`config.mk`:
```
export PLATFORM = sky130hd
export DESIGN_NAME = int_sequencer
export DESIGN_NICKNAME = d
export VERILOG_FILES = /design/src/rtl/int_sequencer_pkg.sv /design/src/rtl/int_sequencer_return_stack.sv /design/src/rtl/int_sequencer.sv
export SDC_FILE = /design/constraint.sdc
export NUM_CORES = 1
export LEC_CHECK = 0
export BUFFER_PORTS_ARGS = -buffer_cell sky130_fd_sc_hd__clkbuf_2
export CORE_MARGIN = 2
export CORE_UTILIZATION = 60
export DETAILED_ROUTE_END_ITERATION = 8
export GPL_TIMING_DRIVEN = 0
export PLACE_DENSITY = 0.81
export SLEW_MARGIN = 30
export SYNTH_ARGS = -nofsm -noshare
export SYNTH_HDL_FRONTEND = slang
export SYNTH_HIERARCHICAL = 1
export SYNTH_SLANG_ARGS = --single-unit
```
`constraint.sdc`:
```
create_clock -name clk -period 3.55 [get_ports clk]
set_input_delay 0.355 -clock clk [delete_from_list [all_inputs] [get_ports clk]]
set_output_delay 0.355 -clock clk [all_outputs]
set_load 0.02 [all_outputs]
```
`src/rtl/int_sequencer_pkg.sv`:
```
// int_sequencer_pkg: shared FSM encodings, Q4 phase and default interrupt vector.
package int_sequencer_pkg;
  localparam logic [1:0] ST_IDLE = 2'd0;
  localparam logic [1:0] ST_PENDING = 2'd1;
  localparam logic [1:0] ST_FLUSH = 2'd2;
  localparam logic [1:0] Q4 = 2'd3;
  localparam logic [12:0] INT_VECTOR_DEF = 13'h0004;
endpackage

```
`src/rtl/int_sequencer_return_stack.sv`:
```
// return_stack: circular return-address stack; pop wins over a simultaneous push.
// INT_STACK_DIAG_EN adds an occupancy counter driving sticky ovf/unf flags.
module return_stack #(
  parameter int W = 13,
  parameter int DEPTH = 8
) (
  input  logic                     clk,
  input  logic                     rst,
  input  logic                     push,
  input  logic                     pop,
  input  logic [W-1:0]             din,
  output logic [W-1:0]             dout,
  output logic [$clog2(DEPTH)-1:0] sp,
  output logic                     ovf,
  output logic                     unf
);
  localparam int SPW = $clog2(DEPTH);
  logic [W-1:0] r_mem [DEPTH];
  logic [SPW-1:0] r_sp;
  assign dout = r_mem[r_sp - SPW'(1)];
  assign sp = r_sp;
  always_ff @(posedge clk)
    if (rst) begin
      r_sp <= '0;
      for (int i = 0; i < DEPTH; i++) r_mem[i] <= '0;
    end else if (pop) r_sp <= r_sp - SPW'(1);
    else if (push) begin
      r_mem[r_sp] <= din;
      r_sp <= r_sp + SPW'(1);
    end
`ifdef INT_STACK_DIAG_EN
  localparam int CW = $clog2(DEPTH + 1);
  logic [CW-1:0] r_cnt;
  logic r_ovf, r_unf;
  always_ff @(posedge clk)
    if (rst) begin
      r_cnt <= '0;
      r_ovf <= 1'b0;
      r_unf <= 1'b0;
    end else if (pop) begin
      if (r_cnt == '0) r_unf <= 1'b1;
      else r_cnt <= r_cnt - CW'(1);
      if (push) r_ovf <= 1'b1;
    end else if (push) begin
      if (r_cnt == CW'(DEPTH)) r_ovf <= 1'b1;
      else r_cnt <= r_cnt + CW'(1);
    end
  assign ovf = r_ovf;
  assign unf = r_unf;
`else
  assign ovf = 1'b0;
  assign unf = 1'b0;
`endif
endmodule

```
`src/rtl/int_sequencer.sv`:
```
// int_sequencer: interrupt dispatch at Q4, GIE ownership and return-stack control.
// Define INT_STACK_DIAG_EN to build stack overflow/underflow diagnostics.
module int_sequencer
  import int_sequencer_pkg::*;
#(
  parameter int PC_WIDTH = 13,
  parameter int STACK_DEPTH = 8,
  parameter int N_SRC = 4,
  parameter logic [PC_WIDTH-1:0] INT_VECTOR = PC_WIDTH'(INT_VECTOR_DEF)
) (
  input  logic                           clk,
  input  logic                           rst,
  input  logic [1:0]                     q_count,
  input  logic                           accept_ok,
  input  logic [PC_WIDTH-1:0]            pc_in,
  input  logic                           call_req,
  input  logic                           ret_req,
  input  logic                           retfie,
  input  logic                           gie_wr_en,
  input  logic                           gie_wr_data,
  input  logic [N_SRC-1:0]               int_flags,
  input  logic [N_SRC-1:0]               int_enables,
  output logic                           gie,
  output logic                           pc_load_en,
  output logic [PC_WIDTH-1:0]            pc_load_val,
  output logic                           instr_flush_int,
  output logic                           int_taken,
  output logic [$clog2(STACK_DEPTH)-1:0] stack_ptr,
  output logic                           stack_ovf,
  output logic                           stack_unf
);
  logic w_q4, w_cond, w_dispatch, w_push, w_pop;
  logic [1:0] r_state, w_next;
  logic r_gie;
  logic [PC_WIDTH-1:0] w_top;
  // A cycle under reset never counts as Q4, so no pulse or stack action leaks out.
  assign w_q4 = (q_count == Q4) & ~rst;
  assign w_cond = r_gie & |(int_flags & int_enables);
  assign w_dispatch = w_q4 & w_cond & accept_ok & ~call_req & ~ret_req & (r_state != ST_FLUSH);
  assign w_pop = w_q4 & ret_req;
  assign w_push = (w_q4 & call_req) | w_dispatch;
  assign w_next = (r_state == ST_FLUSH) ? (w_q4 ? ST_IDLE : ST_FLUSH) :
                  w_dispatch ? ST_FLUSH : w_cond ? ST_PENDING : ST_IDLE;
  assign pc_load_en = w_dispatch | w_pop;
  assign pc_load_val = w_dispatch ? INT_VECTOR : w_top;
  assign instr_flush_int = w_dispatch | w_pop;
  assign int_taken = w_dispatch;
  assign gie = r_gie;
  always_ff @(posedge clk)
    if (rst) begin
      r_state <= ST_IDLE;
      r_gie <= 1'b0;
    end else begin
      r_state <= w_next;
      r_gie <= w_dispatch ? 1'b0 : (w_pop & retfie) ? 1'b1 : gie_wr_en ? gie_wr_data : r_gie;
    end
  return_stack #(.W(PC_WIDTH), .DEPTH(STACK_DEPTH)) u_stack (
    .clk(clk),
    .rst(rst),
    .push(w_push),
    .pop(w_pop),
    .din(pc_in),
    .dout(w_top),
    .sp(stack_ptr),
    .ovf(stack_ovf),
    .unf(stack_unf)
  );
endmodule

```
==> impl_metrics.toml, run 1 <==
[timing]
skew_ns = 0.0142
period_minus_slack_ns = 3.42
hold_ws_ns = 0.264
rsz0062_at_grt = "no"
tightest_slew_ns = 0.515
setup_viol = 0
fin_setup_tns_ns = 0
finalHoldViolations = 0
report.final.slew_viol_count = 0
fin_crit_sh_pct = 96.4
relSlewSlack_pct = 65.6
fmax_mhz = 292

[clock_tree]
cts-root-buf = "clkbuf_8"
cts-buffers-inserted = 9
clock_path_buffers = 2
numClockSinks = 110
post_cts_buffers = 0
cts_max_level = 3
cts_tree = "built"
cts.clk_slew.worst_paths_ns = 0.09
clkLatencyLatePin_ns = 0.37

[critical_path]
critPathCaptureType = "output port"
crit_top_cell = "buf_2"
crit_slowest_cell = "dfxtp_1"
path_cells = "inv_2 > buf_2 > ha_1 > buf_2 > buf_4 > mux2i_1 > nand3_1 > and4_1 > a21boi_1 > clkbuf_2"
crit_path_max_incr_delay_ns = 0.50
required_ns = 3.19
worstPathArrival_ns = 3.07
critPathMaxFanout = 10
critPathKind = "reg2out"
cp-start-kind = "flop"

[floorplan]
num_io_pins = 53
fp.coreArea_um2 = 8810
initial_core_util_pct = 62.5
die_w_um = 99.7
die_h_um = 99.7
num_rows = 34
die-area_um2 = 9950

[run]
cap_violations = 0

[min_path]
hold_class = "in2reg"

[layout]
layout_common_cells = "106 x and2_1, 104 x edfxtp_1, 53 x nand3_1, 53 x mux2i_1, 51 x clkbuf_2"
post-route-cell-area_um2 = 6090
drive_gt1_share_pct = 20.4
diodes = 0
area_growth_pct = 10.7
fill_cells = 618
layout_commonest_cell = "and2_1"
fin_nets = 528
final_cells = 608

[drt]
drt_iter0_drc = 210
drc = 0
drt-pass1-iter-count = 6
vias_per_cell = 5.89
via_count = 3582
wl_per_cell_um = 19.5
finalWirelength_um = 11900
ant_nets = 0

[yosys]
ys_types = 38
synth_area_um2 = 5500
async_reset_ff_share_pct = 0
synth-seq-cells = 110
ys_seq_area_share_pct = 59.0
yosysWarnings = 6
synth_edf_count = 104
synthCells = 433
synth_ff_type = "edfxtp_1"
avgSynthCellArea_um2 = 12.7

[power]
p_leak_nw = 2.33
power.density_nw_per_um2 = 435
irDropWorstVdd_mv = 0.279

[placement]
io_buffers = 50
dp_hpwl_um = 8680
place_area_um2 = 5890
place_congestion = 0.892
dp.cells = 592

[grt]
grt_max_degree = 18
grt_pass1_vias = 3614
antenna_found_initial = 0
grt_overflow = 0
grt_pass1_wl_um = 18700
track_usage_pct = 25.5

[run_status]
status = "finished, final reports clean"
-- sequential cells by signal (all words and copies together), names as in the netlist --
name	flops
gie	1
r_state	2
u_stack/sp	3
u_stack/r_mem	104
-- cells in the mapped netlist (6+ instances only) --
library cell	number	area [um2]
dfxtp_1	6	120
mux2i_1	53	531
buf_4	7	52.6
buf_2	10	50.1
nand3_1	53	265
or2_2	8	50.1
clkbuf_1	9	33.8
nor2_1	7	26.3
a21boi_1	10	75.1
edfxtp_1	104	3120
and4_1	13	114
and2_1	106	663
-- report_power, final --
group / internal [mW] / leakage [nW] / switching, mW / total [mW]
Sequential: 1.46 / 1.12 / 0.0149 / 1.47
Clock: 0.327 / 0.0866 / 0.398 / 0.724
Combinational: 0.169 / 1.12 / 0.283 / 0.452
Total: 1.95 / 2.33 / 0.695 / 2.65
-- critical path, delay by kind of cell (launching register included) --
family	cells	cell delay, ns
buffers and inverters	5	1.09
adder cells (fa/ha/maj)	1	0.30
AND/OR/NAND/NOR	2	0.32
flip-flops	1	0.50
AO/OA/AOI/OAI	1	0.15
multiplexers	1	0.33
-- timing repair --
action,4_1_cts,5_1_grt
gates resized for setup,5,4
hold buffers,0,0
setup endpoints to repair,11,6
pin swaps,0,0
endpoints found under the hold margin,0,0
-- cells by family after synthesis --
family | count (synthesis) | share of synthesized area (%)
muxes | 53 | 9.65
xor gates and xnor gates | 3 | 0.751
and+or+nand+nor | 206 | 23.3
AOI/OAI and AO/OA | 23 | 3.30
buffers and inverters | 35 | 3.50
other | 1 | 0.0682
DFF | 110 | 59.0
adders and majority gates | 2 | 0.455
-- layer usage --
| metal | share of wire, % | vias up | track usage, % | routed length, um |
|---|---|---|---|---|
| met1 | 40 | 1714 | 31.8 | 4740 |
| met4 | 3.5 | 0 | 11.6 | 420 |
| li1 | - | 1684 | - | - |
| met5 | 0 | - | 0 | 0 |
| met2 | 49 | 157 | 43.6 | 5870 |
| met3 | 7.0 | 27 | 4.50 | 825 |
-- path summary, 6_finish.rpt --
check                           slack, ns             endpoint          start  depth (start not counted)
worst min register to register       0.59                  gie            gie                          2
worst max register to register       1.03  u_stack/r_mem[0][5]     r_state[0]                          7
worst max-delay path                 0.13      pc_load_val[11]  u_stack/sp[0]                         10
worst min-delay path                 0.26                  gie         retfie                          3
-- final cells by class --
class	instances	area (um2)	area share (%)
tap	108	135	2.22
inverter	3	11.3	0.185
clock inverter	4	50.0	0.822
buffer	32	196	3.23
timing repair buffer	50	250	4.11
sequential	110	3240	53.3
multi-input combinational	289	2070	34.0
clock buffer	12	135	2.22
-- per-stage QoR --
step / worst slack [ns] / power [mW] / util, %
2_1_floorplan: 0.711 / 1.79 / -
3_3_place_gp: 0.433 / 1.93 / 66.9
3_5_place_dp: 0.316 / 1.94 / 66.9
4_1_cts: 0.138 / 2.65 / 69.1
5_1_grt: 0.000496 / 2.75 / 69.2
6_report: 0.130 / 2.65 / 69.2
Note: power is estimated with default switching activity, not from simulation.
==> run 2, diff against run 1 <==
--- a/config.mk
+++ b/config.mk
@@ -6,6 +6,7 @@
 export NUM_CORES = 1
 export LEC_CHECK = 0
 export BUFFER_PORTS_ARGS = -buffer_cell sky130_fd_sc_hd__clkbuf_2
+export CORE_ASPECT_RATIO = 0.6
 export CORE_MARGIN = 2
 export CORE_UTILIZATION = 60
 export DETAILED_ROUTE_END_ITERATION = 8
==> run 2 against run 1 <==
Net effect:
- worst setup slack improved by 0.012 ns
- clock power up 36%
- worst hold slack better by 0.028 ns
- combinational power is essentially flat
- global-route usage shrank 0.17 points
- first-iteration DRC count up 27%
- critical path type unchanged
- largest power group unchanged
- highest routed layer unchanged
==> impl_metrics.toml, run 2 (synthesized netlist as in run 1, its figures left out) <==
[run_status]
status = "finished, final reports clean"

[drt]
drc = 0
wl_per_cell_um = 19.4
finalWirelength_um = 12000
ant_nets = 0
vias_per_cell = 5.74
drt-pass1-iter-count = 5
via_count = 3538
drt_iter0_drc = 267

[timing]
setup_viol = 0
report.final.slew_viol_count = 0
fin_crit_sh_pct = 96.0
setup_slack_ns = 0.142
fin_setup_tns_ns = 0
rsz0062_at_grt = "no"
finalHoldViolations = 0
relSlewSlack_pct = 66.2
skew_ns = 0.00704
tightest_slew_ns = 0.507
fmax_mhz = 293
period_minus_slack_ns = 3.41

[layout]
area_growth_pct = 12.8
layout_common_cells = "106 x and2_1, 104 x edfxtp_1, 53 x nand3_1, 52 x mux2i_1, 50 x clkbuf_2"
largest_reg_flops = 104
regMostFlops = "u_stack/r_mem"
fin_nets = 528
layout_commonest_cell = "and2_1"
fill_cells = 675
diodes = 0
drive_gt1_share_pct = 20.8

[grt]
antenna_found_initial = 0
grt_overflow = 0
grt_pass1_wl_um = 18000
grt_max_degree = 18
track_usage_pct = 25.3
grt_pass1_vias = 3219

[floorplan]
num_rows = 27
initial_core_util_pct = 60.8
die_h_um = 78.2
die-area_um2 = 9970
num_io_pins = 53
fp.coreArea_um2 = 9050
die_w_um = 128

[clock_tree]
clock_path_buffers = 2
cts-root-buf = "clkbuf_16"
hold_buffers = 0
cts-buffers-inserted = 9
numClockSinks = 110
clkLatencyLatePin_ns = 0.35
post_cts_buffers = 0
cts_tree = "built"
cts_max_level = 3
cts.clk_slew.worst_paths_ns = 0.07

[critical_path]
cp-start-kind = "flop"
regToRegEndpoint = "u_stack/r_mem[0][5]"
reg2reg_from = "r_state[0]"
worstPathArrival_ns = 3.05
critPathCapture = "pc_load_val[4]"
critPathKind = "reg2out"
rrSetupSlack_ns = 1.00
startpoint = "u_stack/sp[0]"
r2r_cells = 7
required_ns = 3.19
critPathCaptureType = "output port"
critPathMaxFanout = 10

[power]
power.density_nw_per_um2 = 468
p_leak_nw = 2.37
irDropWorstVdd_mv = 0.315

[placement]
dp_hpwl_um = 8720
dpl_worst_slack_ns = 0.370
place_congestion = 0.889
io_buffers = 50

[run]
cap_violations = 0

[min_path]
hold_class = "in2reg"
## run 2: cell types whose count changed in the layout (fill, tap and decap cells not counted), sizes merged
cell and delta:
clkinv +1, buf -1, clkinvlp +1, clkbuf -1
## run 2: stage by stage
stage          power (mW)  instances  utilization (%)  area (um2)  hold slack (ns)
6_report             2.91        616             68.5        6210            0.292
5_1_grt              3.01        616             68.5        6210            0.288
4_1_cts              2.91        616             68.4        6190            0.279
3_5_place_dp         1.94        600             65.2        5900            0.616
3_3_place_gp         1.93        600             65.2        5900            0.609
2_1_floorplan        1.79        434                -        5500            0.425
## run 2: worst max-delay path, stage by stage (launching register included)
cell      delay (ns)
dfxtp_2         0.41
inv_2           0.11
buf_1           0.27
ha_1            0.36
buf_2           0.24
buf_4           0.27
mux2i_1         0.39
nand3_1         0.11
and4_1          0.24
a21boi_1        0.13
clkbuf_2        0.16
## run 2: final cells by class
| type | instances | area [um2] | area share [%] |
|---|---|---|---|
| clock inverter | 6 | 62.6 | 1.01 |
| buffer | 32 | 191 | 3.08 |
| multi-input combinational | 289 | 2070 | 33.4 |
| timing repair buffer | 50 | 250 | 4.03 |
| sequential | 110 | 3240 | 52.3 |
| tap | 116 | 145 | 2.34 |
| inverter | 3 | 11.3 | 0.181 |
| clock buffer | 10 | 229 | 3.69 |
## run 2: where the power goes
group	internal, mW	switching, mW	leakage [nW]
registers	1.46	0.0147	1.12
logic	0.168	0.282	1.11
clock network	0.544	0.438	0.134
total	2.17	0.734	2.37
## run 2: worst min path at each step
stage / start / endpoint / slack, ns / cells past startpoint
detailed placement: r_state[1] / r_state[1] / 0.62 / 3
CTS: rst / r_state[0] / 0.28 / 2
floorplan: rst / r_state[0] / 0.42 / 1
finish: rst / r_state[0] / 0.29 / 2
global placement: gie / gie / 0.61 / 2
global route: rst / r_state[0] / 0.29 / 2
## run 2: timing repair
| action | 4_1_cts | 5_1_grt |
|---|---|---|
| hold endpoints to repair | 0 | 0 |
| resized for setup | 1 | 7 |
| setup endpoints to repair | 3 | 13 |
## run 2: metal layers
| metal | share of wire (%) | GRT usage [%] | up-vias |
|---|---|---|---|
| met2 | 42 | 35.3 | 126 |
| met5 | 0 | 0 | - |
| met3 | 8.2 | 7.57 | 10 |
| li1 | - | - | 1690 |
| met4 | 1.1 | 7.03 | 0 |
| met1 | 49 | 38.6 | 1712 |
